<file path="src/rtl/sfr_arb.sv">
// sfr_arb: round-robin arbiter sharing one SFR slave port among up to four MemSplit32 masters
module sfr_arb #(
    parameter int          NUM_MST      = 2,
    parameter int          RESP_TIMEOUT = 15,
    parameter logic [31:0] ERR_RDATA    = 32'hDEADDEAD
) (
    input  logic                  clk_i,
    input  logic                  rst_i,
    input  logic [NUM_MST-1:0]    m_req_i,
    input  logic [NUM_MST-1:0]    m_we_i,
    input  logic [NUM_MST*32-1:0] m_addr_bi,
    input  logic [NUM_MST*4-1:0]  m_be_bi,
    input  logic [NUM_MST*32-1:0] m_wdata_bi,
    output logic [NUM_MST-1:0]    m_ack_o,
    output logic [NUM_MST-1:0]    m_resp_o,
    output logic [NUM_MST*32-1:0] m_rdata_bo,
    output logic                  s_req_o,
    output logic                  s_we_o,
    output logic [31:0]           s_addr_bo,
    output logic [3:0]            s_be_bo,
    output logic [31:0]           s_wdata_bo,
    input  logic                  s_ack_i,
    input  logic                  s_resp_i,
    input  logic [31:0]           s_rdata_bi,
    output logic                  timeout_o
);
    localparam int PW = $clog2(NUM_MST);
    typedef enum logic {IDLE, WAIT_RESP} state_t;
    state_t        r_state, w_next;
    logic [PW-1:0] r_ptr, r_own, w_gnt, w_sel, w_gnt_inc;
    logic [7:0]    r_tcnt;
    logic          r_to_pend, w_accept, w_tmo;
    assign w_accept  = (r_state == IDLE) & (|m_req_i) & s_ack_i;
    assign w_tmo     = (r_state == WAIT_RESP) & ~s_resp_i & (r_tcnt == 8'(RESP_TIMEOUT - 1));
    assign w_sel     = rst_i ? r_ptr : w_gnt;
    assign w_gnt_inc = (w_gnt == PW'(NUM_MST - 1)) ? '0 : w_gnt + PW'(1);
    assign s_we_o     = m_we_i[w_sel];
    assign s_addr_bo  = m_addr_bi[32*w_sel +: 32];
    assign s_be_bo    = m_be_bi[4*w_sel +: 4];
    assign s_wdata_bo = m_wdata_bi[32*w_sel +: 32];
    // Grant the first requester found scanning upward from the priority pointer
    always_comb begin
        w_gnt = r_ptr;
        for (int i = NUM_MST - 1; i >= 0; i--)
            if (m_req_i[(int'(r_ptr) + i) % NUM_MST]) w_gnt = PW'((int'(r_ptr) + i) % NUM_MST);
    end
    // State register
    always_ff @(posedge clk_i) r_state <= rst_i ? IDLE : w_next;
    // Reads park the arbiter until the response or the timeout; writes keep it idle
    always_comb begin
        w_next = (r_state == IDLE) ? ((w_accept & ~s_we_o) ? WAIT_RESP : IDLE)
                                   : ((s_resp_i | w_tmo) ? IDLE : WAIT_RESP);
    end
    // Priority pointer, read owner, response timer and pending timeout response
    always_ff @(posedge clk_i) begin
        if (rst_i) begin
            r_ptr     <= '0;
            r_own     <= '0;
            r_tcnt    <= '0;
            r_to_pend <= 1'b0;
        end else begin
            r_to_pend <= w_tmo;
            if (w_accept) r_ptr <= w_gnt_inc;
            if (w_accept & ~s_we_o) begin
                r_own  <= w_gnt;
                r_tcnt <= '0;
            end else if (r_state == WAIT_RESP) r_tcnt <= r_tcnt + 8'd1;
        end
    end
    // Handshake and response routing; everything is quiet while reset is held
    always_comb begin
        s_req_o    = 1'b0;
        m_ack_o    = '0;
        m_resp_o   = '0;
        m_rdata_bo = '0;
        timeout_o  = 1'b0;
        if (!rst_i) begin
            if (r_state == IDLE) begin
                s_req_o        = |m_req_i;
                m_ack_o[w_gnt] = s_ack_i & (|m_req_i);
            end else if (s_resp_i) begin
                m_resp_o[r_own]            = 1'b1;
                m_rdata_bo[32*r_own +: 32] = s_rdata_bi;
            end
            if (r_to_pend) begin
                m_resp_o[r_own]            = 1'b1;
                m_rdata_bo[32*r_own +: 32] = ERR_RDATA;
                timeout_o                  = 1'b1;
            end
        end
    end
endmodule

</file>
<file path="config.mk">
export PLATFORM = sky130hd
export DESIGN_NAME = sfr_arb
export DESIGN_NICKNAME = d
export VERILOG_FILES = /design/src/rtl/sfr_arb.sv
export SDC_FILE = /design/constraint.sdc
export NUM_CORES = 1
export LEC_CHECK = 0
export ABC_AREA = 0
export CAP_MARGIN = 0
export CORE_AREA = 2 2 124 126
export DETAILED_ROUTE_END_ITERATION = 8
export DIE_AREA = 0 0 126 128
export GPL_TIMING_DRIVEN = 0
export SLEW_MARGIN = 20
export SYNTH_ARGS = -nofsm -noshare
export SYNTH_HDL_FRONTEND = slang
export SYNTH_SLANG_ARGS = --single-unit
</file>
<file path="constraint.sdc">
create_clock -name clk_i -period 1.8 [get_ports clk_i]
set_input_delay 0.36 -clock clk_i [delete_from_list [all_inputs] [get_ports clk_i]]
set_output_delay 0.36 -clock clk_i [all_outputs]
set_load 0.02 [all_outputs]
</file>
==> results of run 1 <==
## what timing repair did
item,CTS,global route
endpoints found under the setup margin,149,135
buffers inserted,16,12
gates resized for setup,799,211
gates cloned,7,1
pin swaps,13,55
## flip-flops by register name, indices dropped and copies added (netlist names)
name       flops
r_ptr          1
r_tcnt         8
r_state        1
r_own          1
r_to_pend      1
## metrics by stage
stage / util, % / worst slack, ns / area (um2) / hold WS [ns] / TNS (ns)
after floorplan: - / -0.0285 / 2120 / 0.439 / -0.570
after global placement: 37.0 / -1.54 / 5500 / 0.531 / -173.49
after detailed placement: 37.0 / -1.57 / 5500 / 0.536 / -179.94
after CTS: 40.3 / -0.491 / 5980 / 0.473 / -28.81
after global routing: 44.0 / -0.482 / 6550 / 0.477 / -30.94
final: 44.0 / -0.419 / 6550 / 0.442 / -24.53
## cell usage in the layout (no fill, tap or decap), types with 5 or more instances in the layout
master           Yosys  routed
buf_2                5      38
buf_8                0      10
buf_6                3      84
buf_12               0       9
clkbuf_4             0       5
nor3_1              10       9
dfxtp_1             12       8
a21oi_2              0      29
a21oi_1             46      11
a21oi_4              0       6
clkdlybuf4s50_1      0     171
mux2_4               0      46
mux2_2              64      22
nor2_1              30      29
nand2_2              0       7
buf_4                1      42
clkbuf_2             0       6
and3_1              22      13
and3_4               0       9
nand2_4              0      16
## path summary, 6_finish.rpt
path	end	slack [ns]	depth (start not counted)
hold reg to reg	r_own$_SDFFE_PP0P_	0.53	2
setup / recovery	s_wdata_bo[13]	-0.42	7
setup reg to reg	r_tcnt[1]$_SDFFE_PP0P_	0.16	6
hold / removal	r_ptr$_SDFFE_PP0P_	0.44	2
## routing by layer
metal	vias to the layer above	GRT usage (%)
li1	1698	-
met1	1637	18.3
met2	191	33.4
met3	6	4.76
met4	0	2.33
met5	-	0
## cells by family (layout without fill, tap and decap cells)
group | Yosys count | in the layout | synth area share [%]
compound gates | 54 | 54 | 15.5
flops | 12 | 12 | 11.4
fa+ha+maj | 3 | 3 | 1.66
simple gates | 106 | 106 | 24.5
xor+xnor | 7 | 7 | 2.91
buf+inv | 32 | 377 | 7.24
mux | 69 | 69 | 36.8
## cell type report
cell class,instances,area (um2),area share [%]
clock buffer,4,88.8,1.36
tap,188,235,3.59
inverter,3,11.3,0.172
sequential,12,250,3.82
buffer,24,263,4.01
multi-input combinational,239,2310,35.3
timing repair buffer,346,3380,51.7
## power breakdown
group,internal [mW],switching (mW)
Clock,0.336,0.119
Sequential,0.273,0.00871
Combinational,1.05,0.749
==> summary.md, run 1 <==
| Metric | Value |
|---|---|
| Top routing layer in use | `met4` |
| Static leakage power | `2.97 nW` |
| Highest achievable clock rate | `0.451 GHz` |
| Count of synthesis-stage warnings from yosys | `0` |
| Average footprint of a synthesized cell | `7.45 um2` |
| Total wire length after detailed routing | `15300 um` |
| Deepest level of the CTS H-tree | `1` |
| Antenna diode count | `0` |
| Power per cell area | `387 mW/mm2` |
| Length of routed wiring on met1 | `5290 um` |
| Half-perimeter wire length after detailed placement | `12200 um` |
| Largest net degree at the start of global routing | `11` |
| Proportion of layout cells with a drive suffix above 1 | `56.2%` |
| Pin slew with the least headroom to its limit | `0.331 ns` |
| Cell Rows | `45` |
| Fill count | `1448` |
| Post-synthesis cell count | `283` |
| Routed wire per std cell | `18.7 um` |
| Vias/cell | `4.33` |
| Standard cell core area | `0.0149 mm2` |
| Number of hold-repair buffers added at the cts stage | `0` |
| Top cell types by occurrence after synthesis | `64 x mux2_2, 46 x a21oi_1, 30 x nor2_1` |
| Maximum buffer depth of the clock tree | `2` |
| Final Total Pwr | `2.53 mW` |
| IO Pins | `315` |
| Launching element of the worst setup path | `r_ptr$_SDFFE_PP0P_` |
| Vias in the first global route | `3683` |
| Hold Crit Start | `m_req_i[1]` |
| Area share of the leading cell type in the synthesized netlist | `34.2%` |
| Number of buffers created by CTS | `3` |
| Number of sinks on the clock net | `12` |
| Yosys cell types | `34` |
| Synthesis-to-layout area growth | `210%` |
| Input/output buffers | `314` |
| Worst relative slew slack | `77.9%` |
| Endpoint type of the worst setup path | `output port` |
| Worst-Skew Late Latency | `0.24 ns` |
| Crit path max-delay cell type | `dfxtp_4` |
| Initial antenna violation count | `0` |
| Maximum vdd drop | `263 uV` |
| Cell-by-cell listing of the critical path | `o21bai_4 -> a22oi_2 -> buf_6 -> buf_12 -> buf_8 -> mux2_4 -> buf_6` |
| Total global-route track usage | `17.0%` |
| Number of storage elements in the synthesis netlist | `12` |
| Clock tree from TritonCTS | `yes` |
| Inst Count DP | `785` |
| R2R Path Start | `r_ptr$_SDFFE_PP0P_` |
| Top fanout value on the critical path | `7` |
| Final net count | `807` |
| Total buffers and inverters traversed by the critical path | `4` |
| Portion of the post-synthesis area used by sequential elements | `11.4%` |
| Floorplan die area | `0.0161 mm2` |
| Number of hold violations in the final report | `0` |
| Setup crit start kind | `flip-flop` |
| Post-route insts no fill | `816` |
| Mapped Nets | `461` |
| Final setup skew | `0.00223 ns` |
| Worst EP arrival | `1.86 ns` |
| Final setup violation count | `92` |
| Number of enable-type register cells in the synthesized netlist | `0` |
| Die extent in y | `128 um` |
| Grt total ovfl | `0` |
| Met3 wire length | `1340 um` |
| Starting Density | `14.2%` |
| Iteration count of the initial detailed-routing pass | `4` |
| Failing checks | `negative setup slack` |
| Most common cell in the synthesized netlist | `mux2_2` |
| Required time at the endpoint of the critical path | `1.44 ns` |
| Max-slew violation total from the final report | `0` |
| Async S/R FF share, synth | `0%` |
| Predominant post-synthesis flop cell | `dfxtp_1` |
| Classification of the worst-slack hold path | `in2reg` |
| Cell types with the largest area share after synthesis | `mux2_2 34%, dfxtp_1 11%, a21oi_1 11%` |
| Final routed DRC violation total | `0` |
| Post-route ant nets | `0` |
| Delay of the slowest critical-path stage | `0.34 ns` |
| Netlist Area Pre-Place | `0.00211 mm2` |
| Worst path setup slack after routing | `-0.419 ns` |
| Wire length of the first global-routing pass | `21300 um` |
| Family of cells with the greatest summed delay on the critical path | `buffers and inverters` |
| Vias post-DR | `3532` |
| Cell type contributing the most total cell area after synthesis | `mux2_2` |
| Die boundary width | `126 um` |
| Status | `finished, violations left` |
| Master cell of the clock root buffer | `clkbuf_16` |
| Global placement routability congestion | `0.867` |
| Crit path time final | `2.22 ns` |
| Type of the worst setup path | `reg2out` |
| Crit share post-route | `123%` |
| Starting DRC count in detailed routing | `114` |
| Max Cap Violations | `0` |
| Clock slew seen by the registers of the worst setup and hold paths | `0.04 ns` |
| Cell with the most instances on the worst path | `buf_6` |
| Amount of wire on met2 after detailed routing | `8540 um` |
| Unrepaired setup endpoints after global routing | `yes` |
No activity file was read; power rests on OpenSTA's default activity.
==> run 2, diff against run 1 <==
PLACE_DENSITY = 0.67   (was unset)
==> summary.md, run 2 (synthesized netlist as in run 1, its figures left out) <==
| Metric | Value |
|---|---|
| Register area | `253 um2 (+1.0%)` |
| Starting DRC count in detailed routing | `71 (-38%)` |
| Clock slew seen by the registers of the worst setup and hold paths | `0.04 ns (about the same)` |
| Post-route insts no fill | `818 (+0.25%)` |
| Standard cell core area | `0.0149 mm2 (unchanged)` |
| Failing checks | `negative setup slack` |
| Master cell of the clock root buffer | `clkbuf_16` |
| Worst hold path cell count | `2 (unchanged)` |
| Largest net degree at the start of global routing | `11 (unchanged)` |
| Wire length of the first global-routing pass | `20500 um (-3.8%)` |
| Worst relative slew slack | `78.4% (+0.49 points)` |
| Number of hold violations in the final report | `0 (unchanged)` |
| Final core occ | `45.0% (+0.99 points)` |
| Starting Density | `14.2% (unchanged)` |
| R2R Path Start | `r_ptr$_SDFFE_PP0P_` |
| Crit share post-route | `124% (+0.66 points)` |
| Commonest non-fill, non-tap cells in the layout | `171 x clkdlybuf4s50_1, 92 x buf_6, 46 x mux2_4` |
| Worst EP arrival | `1.87 ns (about the same)` |
| Number of sinks on the clock net | `12 (unchanged)` |
| Final design instance area without fill | `0.00669 mm2 (+2.3%)` |
| Launching element of the worst setup path | `m_req_i[1]` |
| Max-slew violation total from the final report | `0 (unchanged)` |
| Die extent in y | `128 um (unchanged)` |
| Initial antenna violation count | `1 (+1)` |
| Psw | `0.857 mW (-2.3%)` |
| Highest achievable clock rate | `0.448 GHz (-0.53%)` |
| Final setup violation count | `113 (+23%)` |
| Vias in the first global route | `3429 (-6.9%)` |
| Endpoint of the worst hold path | `r_to_pend$_SDFF_PP0_` |
| Input/output buffers | `314 (unchanged)` |
| Switching share of power | `34.4% (-0.22 points)` |
| Largest register FFs | `8 (unchanged)` |
| Final Total Pwr | `2.49 mW (-1.6%)` |
| Area taken by multi-input logic gates | `0.00230 mm2 (-0.65%)` |
| Top fanout value on the critical path | `7 (unchanged)` |
| Pin slew with the least headroom to its limit | `0.324 ns (-0.00740 ns)` |
| Final net count | `810 (+0.37%)` |
| Type of the worst setup path | `in2out` |
| Total wire length after detailed routing | `14700 um (-4.1%)` |
| Worst-Skew Late Latency | `0.24 ns (about the same)` |
| Final routed DRC violation total | `0 (unchanged)` |
| Proportion of layout cells with a drive suffix above 1 | `57.1% (+0.93 points)` |
| Cell area after placement | `0.00550 mm2 (unchanged)` |
| Total global-route track usage | `16.3% (-0.70 points)` |
| Static leakage power | `2.99 nW (+0.51%)` |
| Minimum setup slack after placement | `-1.54 ns (+0.0386 ns)` |
| Synthesis-to-layout area growth | `217%` |
| Unrepaired setup endpoints after global routing | `yes` |
| Number of buffers created by CTS | `3 (unchanged)` |
| Inst Count DP | `785 (unchanged)` |
| Global placement routability congestion | `0.814 (-6.1%)` |
| Routed wire per std cell | `17.9 um (-4.3%)` |
| Share of power burned in combinational logic | `72.6% (+1.7 points)` |
| Most frequent standard cell in the layout excluding fill and tap cells | `clkdlybuf4s50_1` |
| Cell Rows | `45 (unchanged)` |
| Grt total ovfl | `0 (unchanged)` |
| Max Cap Violations | `0 (unchanged)` |
| Endpoint type of the worst setup path | `output port` |
| IO Pins | `315 (unchanged)` |
| Power per cell area | `373 mW/mm2 (-3.8%)` |
| Final setup skew | `0.00131 ns (-0.000924 ns)` |
| Worst hold margin | `0.493 ns (+0.0508 ns)` |
| Status | `finished, violations left` |
| Hold Crit Start | `s_resp_i` |
| Die boundary width | `126 um (unchanged)` |
| Deepest level of the CTS H-tree | `1 (unchanged)` |
| Maximum vdd drop | `289 uV (+10%)` |
| Classification of the worst-slack hold path | `in2reg` |
| Worst path setup slack after routing | `-0.431 ns (-0.0119 ns)` |
| Register-to-Register Path Depth | `6 (unchanged)` |
| Antenna diode count | `0 (unchanged)` |
| Maximum buffer depth of the clock tree | `2 (unchanged)` |
| Vias/cell | `4.37 (+0.97%)` |
| Setup crit start kind | `input pin` |
| Clock tree from TritonCTS | `yes` |
| Fill count | `1432 (-1.1%)` |
| Vias post-DR | `3575 (+1.2%)` |
| Reg2Reg Setup Slack | `0.16 ns (about the same)` |
| Internal power of the cells | `1.64 mW (-1.3%)` |
| Number of hold-repair buffers added at the cts stage | `0 (unchanged)` |
| Crit path time final | `2.23 ns (+0.0119 ns)` |
| Floorplan die area | `0.0161 mm2 (unchanged)` |
| Required time at the endpoint of the critical path | `1.44 ns (about the same)` |
| Largest register by flop count | `r_tcnt` |
| Critical register-to-register path endpoint | `r_tcnt[1]$_SDFFE_PP0P_` |
| Post-route ant nets | `0 (unchanged)` |
| Final-layout setup total negative slack | `-25.38 ns (-0.849 ns)` |
| Portion of total power attributed to the clock network | `16.1% (-1.8 points)` |
| Proportion of power drawn by flip-flops and latches | `11.3% (+0.2 points)` |
| Iteration count of the initial detailed-routing pass | `7 (+3)` |
| Half-perimeter wire length after detailed placement | `11400 um (-6.7%)` |
==> run 2: worst max-delay path, cell delays in order <==
cell	delay, ns
dlygate4sd2_1	0.33
a22oi_2	0.22
buf_6	0.19
buf_12	0.16
buf_16	0.13
mux2_4	0.33
buf_6	0.14
==> run 2: per-layer routing <==
metal	track usage, %	part of all wire, %
met1	19.5	39
met4	2.07	1.2
met3	5.47	8.5
met2	29.0	51
met5	0	0.089
==> run 2: cell type report <==
class,instances,share of cell area (%)
Sequential cell,12,3.78
Tap cell,188,3.51
Timing Repair Buffer,347,52.4
Inverter,3,0.168
Clock buffer,3,1.12
Buffer,26,4.73
Multi-Input combinational cell,239,34.3
==> run 2: what timing repair did <==
item / 4_1_cts / 5_1_grt
resized for setup: 813 / 204
setup buffers: 19 / 7
gates cloned: 6 / 4
pin swaps: 28 / 45
setup endpoints to repair: 149 / 127
==> run 2: worst max path at each step <==
stage	cells after the start	endpoint
final	7	s_wdata_bo[18]
after detailed placement	6	s_addr_bo[13]
after global routing	7	s_wdata_bo[17]
after CTS	6	s_addr_bo[15]
after floorplan	5	s_addr_bo[30]
after global placement	6	s_addr_bo[13]
==> run 2: power groups by stage <==
stage          registers (mW)  clock network [mW]  logic, mW
2_1_floorplan           0.287                   0      0.627
3_3_place_gp            0.290                   0       1.47
3_5_place_dp            0.290                   0       1.47
4_1_cts                 0.281               0.412       1.68
5_1_grt                 0.282               0.426       1.90
6_report                0.282               0.401       1.81
==> run 3, diff against run 2 <==
MAX_ROUTING_LAYER = met4   (was unset)
RECOVER_POWER = 100   (was unset)
==> summary.md, run 3 (synthesized netlist as in run 1, its figures left out) <==
| Metric | Value |
|---|---|
| Final setup skew | `0.00186 ns (+0.000551 ns)` |
| Worst-Skew Late Latency | `0.24 ns (about the same)` |
| Final net count | `810 (unchanged)` |
| Most frequent standard cell in the layout excluding fill and tap cells | `clkdlybuf4s50_1` |
| Vias post-DR | `3548 (-0.76%)` |
| Final setup violation count | `116 (+2.7%)` |
| IO Pins | `315 (unchanged)` |
| Number of sinks on the clock net | `12 (unchanged)` |
| Cell with the most instances on the worst path | `buf_6` |
| Largest register by flop count | `r_tcnt` |
| Required time at the endpoint of the critical path | `1.44 ns (about the same)` |
| Post-route ant nets | `0 (unchanged)` |
| Max Cap Violations | `0 (unchanged)` |
| Synthesis-to-layout area growth | `217%` |
| Worst path setup slack after routing | `-0.428 ns (+0.00246 ns)` |
| Classification of the worst-slack hold path | `in2reg` |
| Commonest non-fill, non-tap cells in the layout | `170 x clkdlybuf4s50_1, 91 x buf_6, 46 x mux2_4` |
| Power per cell area | `373 mW/mm2 (about the same)` |
| Largest net degree at the start of global routing | `11 (unchanged)` |
| Total global-route track usage | `16.7% (+0.46 points)` |
| Global placement routability congestion | `0.826 (+1.5%)` |
| Clock slew seen by the registers of the worst setup and hold paths | `0.04 ns (about the same)` |
| Master cell of the clock root buffer | `clkbuf_16` |
| Worst relative slew slack | `78.7% (+0.29 points)` |
| Number of hold violations in the final report | `0 (unchanged)` |
| Die extent in y | `128 um (unchanged)` |
| Failing checks | `negative setup slack` |
| Total buffers and inverters traversed by the critical path | `5 (unchanged)` |
| Floorplan die area | `0.0161 mm2 (unchanged)` |
| Static leakage power | `2.98 nW (-0.16%)` |
| Cell Rows | `45 (unchanged)` |
| Highest achievable clock rate | `0.449 GHz (+0.11%)` |
| Wire length of the first global-routing pass | `20400 um (-0.27%)` |
| Clock tree from TritonCTS | `yes` |
| Number of hold-repair buffers added at the cts stage | `0 (unchanged)` |
| Maximum buffer depth of the clock tree | `2 (unchanged)` |
| Half-perimeter wire length after detailed placement | `11400 um (unchanged)` |
| Pin slew with the least headroom to its limit | `0.319 ns (-0.00435 ns)` |
| Delay of the slowest critical-path stage | `0.33 ns (about the same)` |
| Top fanout value on the critical path | `7 (unchanged)` |
| Largest register FFs | `8 (unchanged)` |
| Grt total ovfl | `0 (unchanged)` |
| Die boundary width | `126 um (unchanged)` |
| Final design instance area without fill | `0.00668 mm2 (-0.13%)` |
| Vias/cell | `4.33 (-0.88%)` |
| Status | `finished, violations left` |
| Crit share post-route | `124% (-0.14 points)` |
| Proportion of layout cells with a drive suffix above 1 | `57.1% (unchanged)` |
| Max-slew violation total from the final report | `0 (unchanged)` |
| Crit path max-delay cell type | `dlygate4sd2_1` |
| Cell area after placement | `0.00550 mm2 (unchanged)` |
| Type of the worst setup path | `in2out` |
| Endpoint type of the worst setup path | `output port` |
| Number of buffers created by CTS | `3 (unchanged)` |
| Input/output buffers | `314 (unchanged)` |
| Total wire length after detailed routing | `14700 um (about the same)` |
| Final core occ | `45.0% (-0.059 points)` |
| Family of cells with the greatest summed delay on the critical path | `buffers and inverters` |
| Vias in the first global route | `3436 (+0.20%)` |
| Setup crit start kind | `input pin` |
| Final routed DRC violation total | `0 (unchanged)` |
| Routed wire per std cell | `17.9 um (-0.12%)` |
| Crit path time final | `2.23 ns (-0.00246 ns)` |
| Fill count | `1431 (-0.070%)` |
| Worst EP arrival | `1.87 ns (about the same)` |
| Starting DRC count in detailed routing | `61 (-14%)` |
| Unrepaired setup endpoints after global routing | `yes` |
| Iteration count of the initial detailed-routing pass | `4 (-3)` |
| Standard cell core area | `0.0149 mm2 (unchanged)` |
| Deepest level of the CTS H-tree | `1 (unchanged)` |
| Initial antenna violation count | `1 (unchanged)` |
| Starting Density | `14.2% (unchanged)` |
| Maximum vdd drop | `289 uV (-0.25%)` |
| Cell-by-cell listing of the critical path | `dlygate4sd2_1 -> a22oi_2 -> buf_6 -> buf_12 -> buf_16 -> mux2_4 -> buf_6` |
-- run 3: cell count changes in the layout (fill, tap and decap cells not counted), sizes merged --
| cell | change |
|---|---|
| buf | -3 |
| clkdlybuf4s50 | -1 |
| clkbuf | +3 |
| dlygate4sd3 | +1 |
| diode | +1 |
-- run 3: power by group --
| group | internal (mW) | total [mW] | switching, mW |
|---|---|---|---|
| sequential | 0.273 | 0.281 | 0.00842 |
| clock | 0.289 | 0.402 | 0.113 |
| combinational | 1.07 | 1.81 | 0.737 |
-- run 3: path summary, 6_finish.rpt --
path / endpoint / start / slack (ns) / cells after the start
worst max-delay path: s_wdata_bo[18] / m_req_i[1] / -0.43 / 7
worst min-delay path: r_to_pend$_SDFF_PP0_ / s_resp_i / 0.50 / 2
worst max register to register: r_tcnt[1]$_SDFFE_PP0P_ / r_ptr$_SDFFE_PP0P_ / 0.05 / 6
worst min register to register: r_own$_SDFFE_PP0P_ / r_own$_SDFFE_PP0P_ / 0.53 / 2
-- run 3: metrics by stage --
step	std cells	TNS, ns	power (mW)	hold WS [ns]	setup WS, ns
after floorplan	283	-0.570	0.913	0.439	-0.0285
after global placement	785	-180.02	1.76	0.526	-1.53
after detailed placement	785	-180.25	1.76	0.536	-1.54
after CTS	811	-29.44	2.38	0.480	-0.486
after global routing	819	-32.77	2.60	0.513	-0.483
final	819	-25.44	2.49	0.501	-0.428
-- run 3: timing repair --
action | in CTS | in global routing
endpoints found under the setup margin | 149 | 127
pin swaps | 28 | 45
endpoints found under the hold margin | 0 | 0
resized for setup | 813 | 204
buffers inserted | 19 | 7
cloned | 6 | 4
-- run 3: final cells by class --
class	count	area (um2)	share of cell area (%)
Timing Repair Buffer	347	3500	52.4
Multi-Input combinational cell	239	2300	34.4
Buffer	26	305	4.57
Sequential cell	12	253	3.78
Tap cell	188	235	3.52
Clock buffer	3	75.1	1.12
Inverter	3	11.3	0.168
Antenna cell	1	2.50	0.0374
-- run 3: per-layer routing --
metal  wire [um]  global-route usage, %
met4         170                   2.20
met2        7580                   28.9
met3        1110                   4.47
met1        5810                   20.0
met5           0                      -
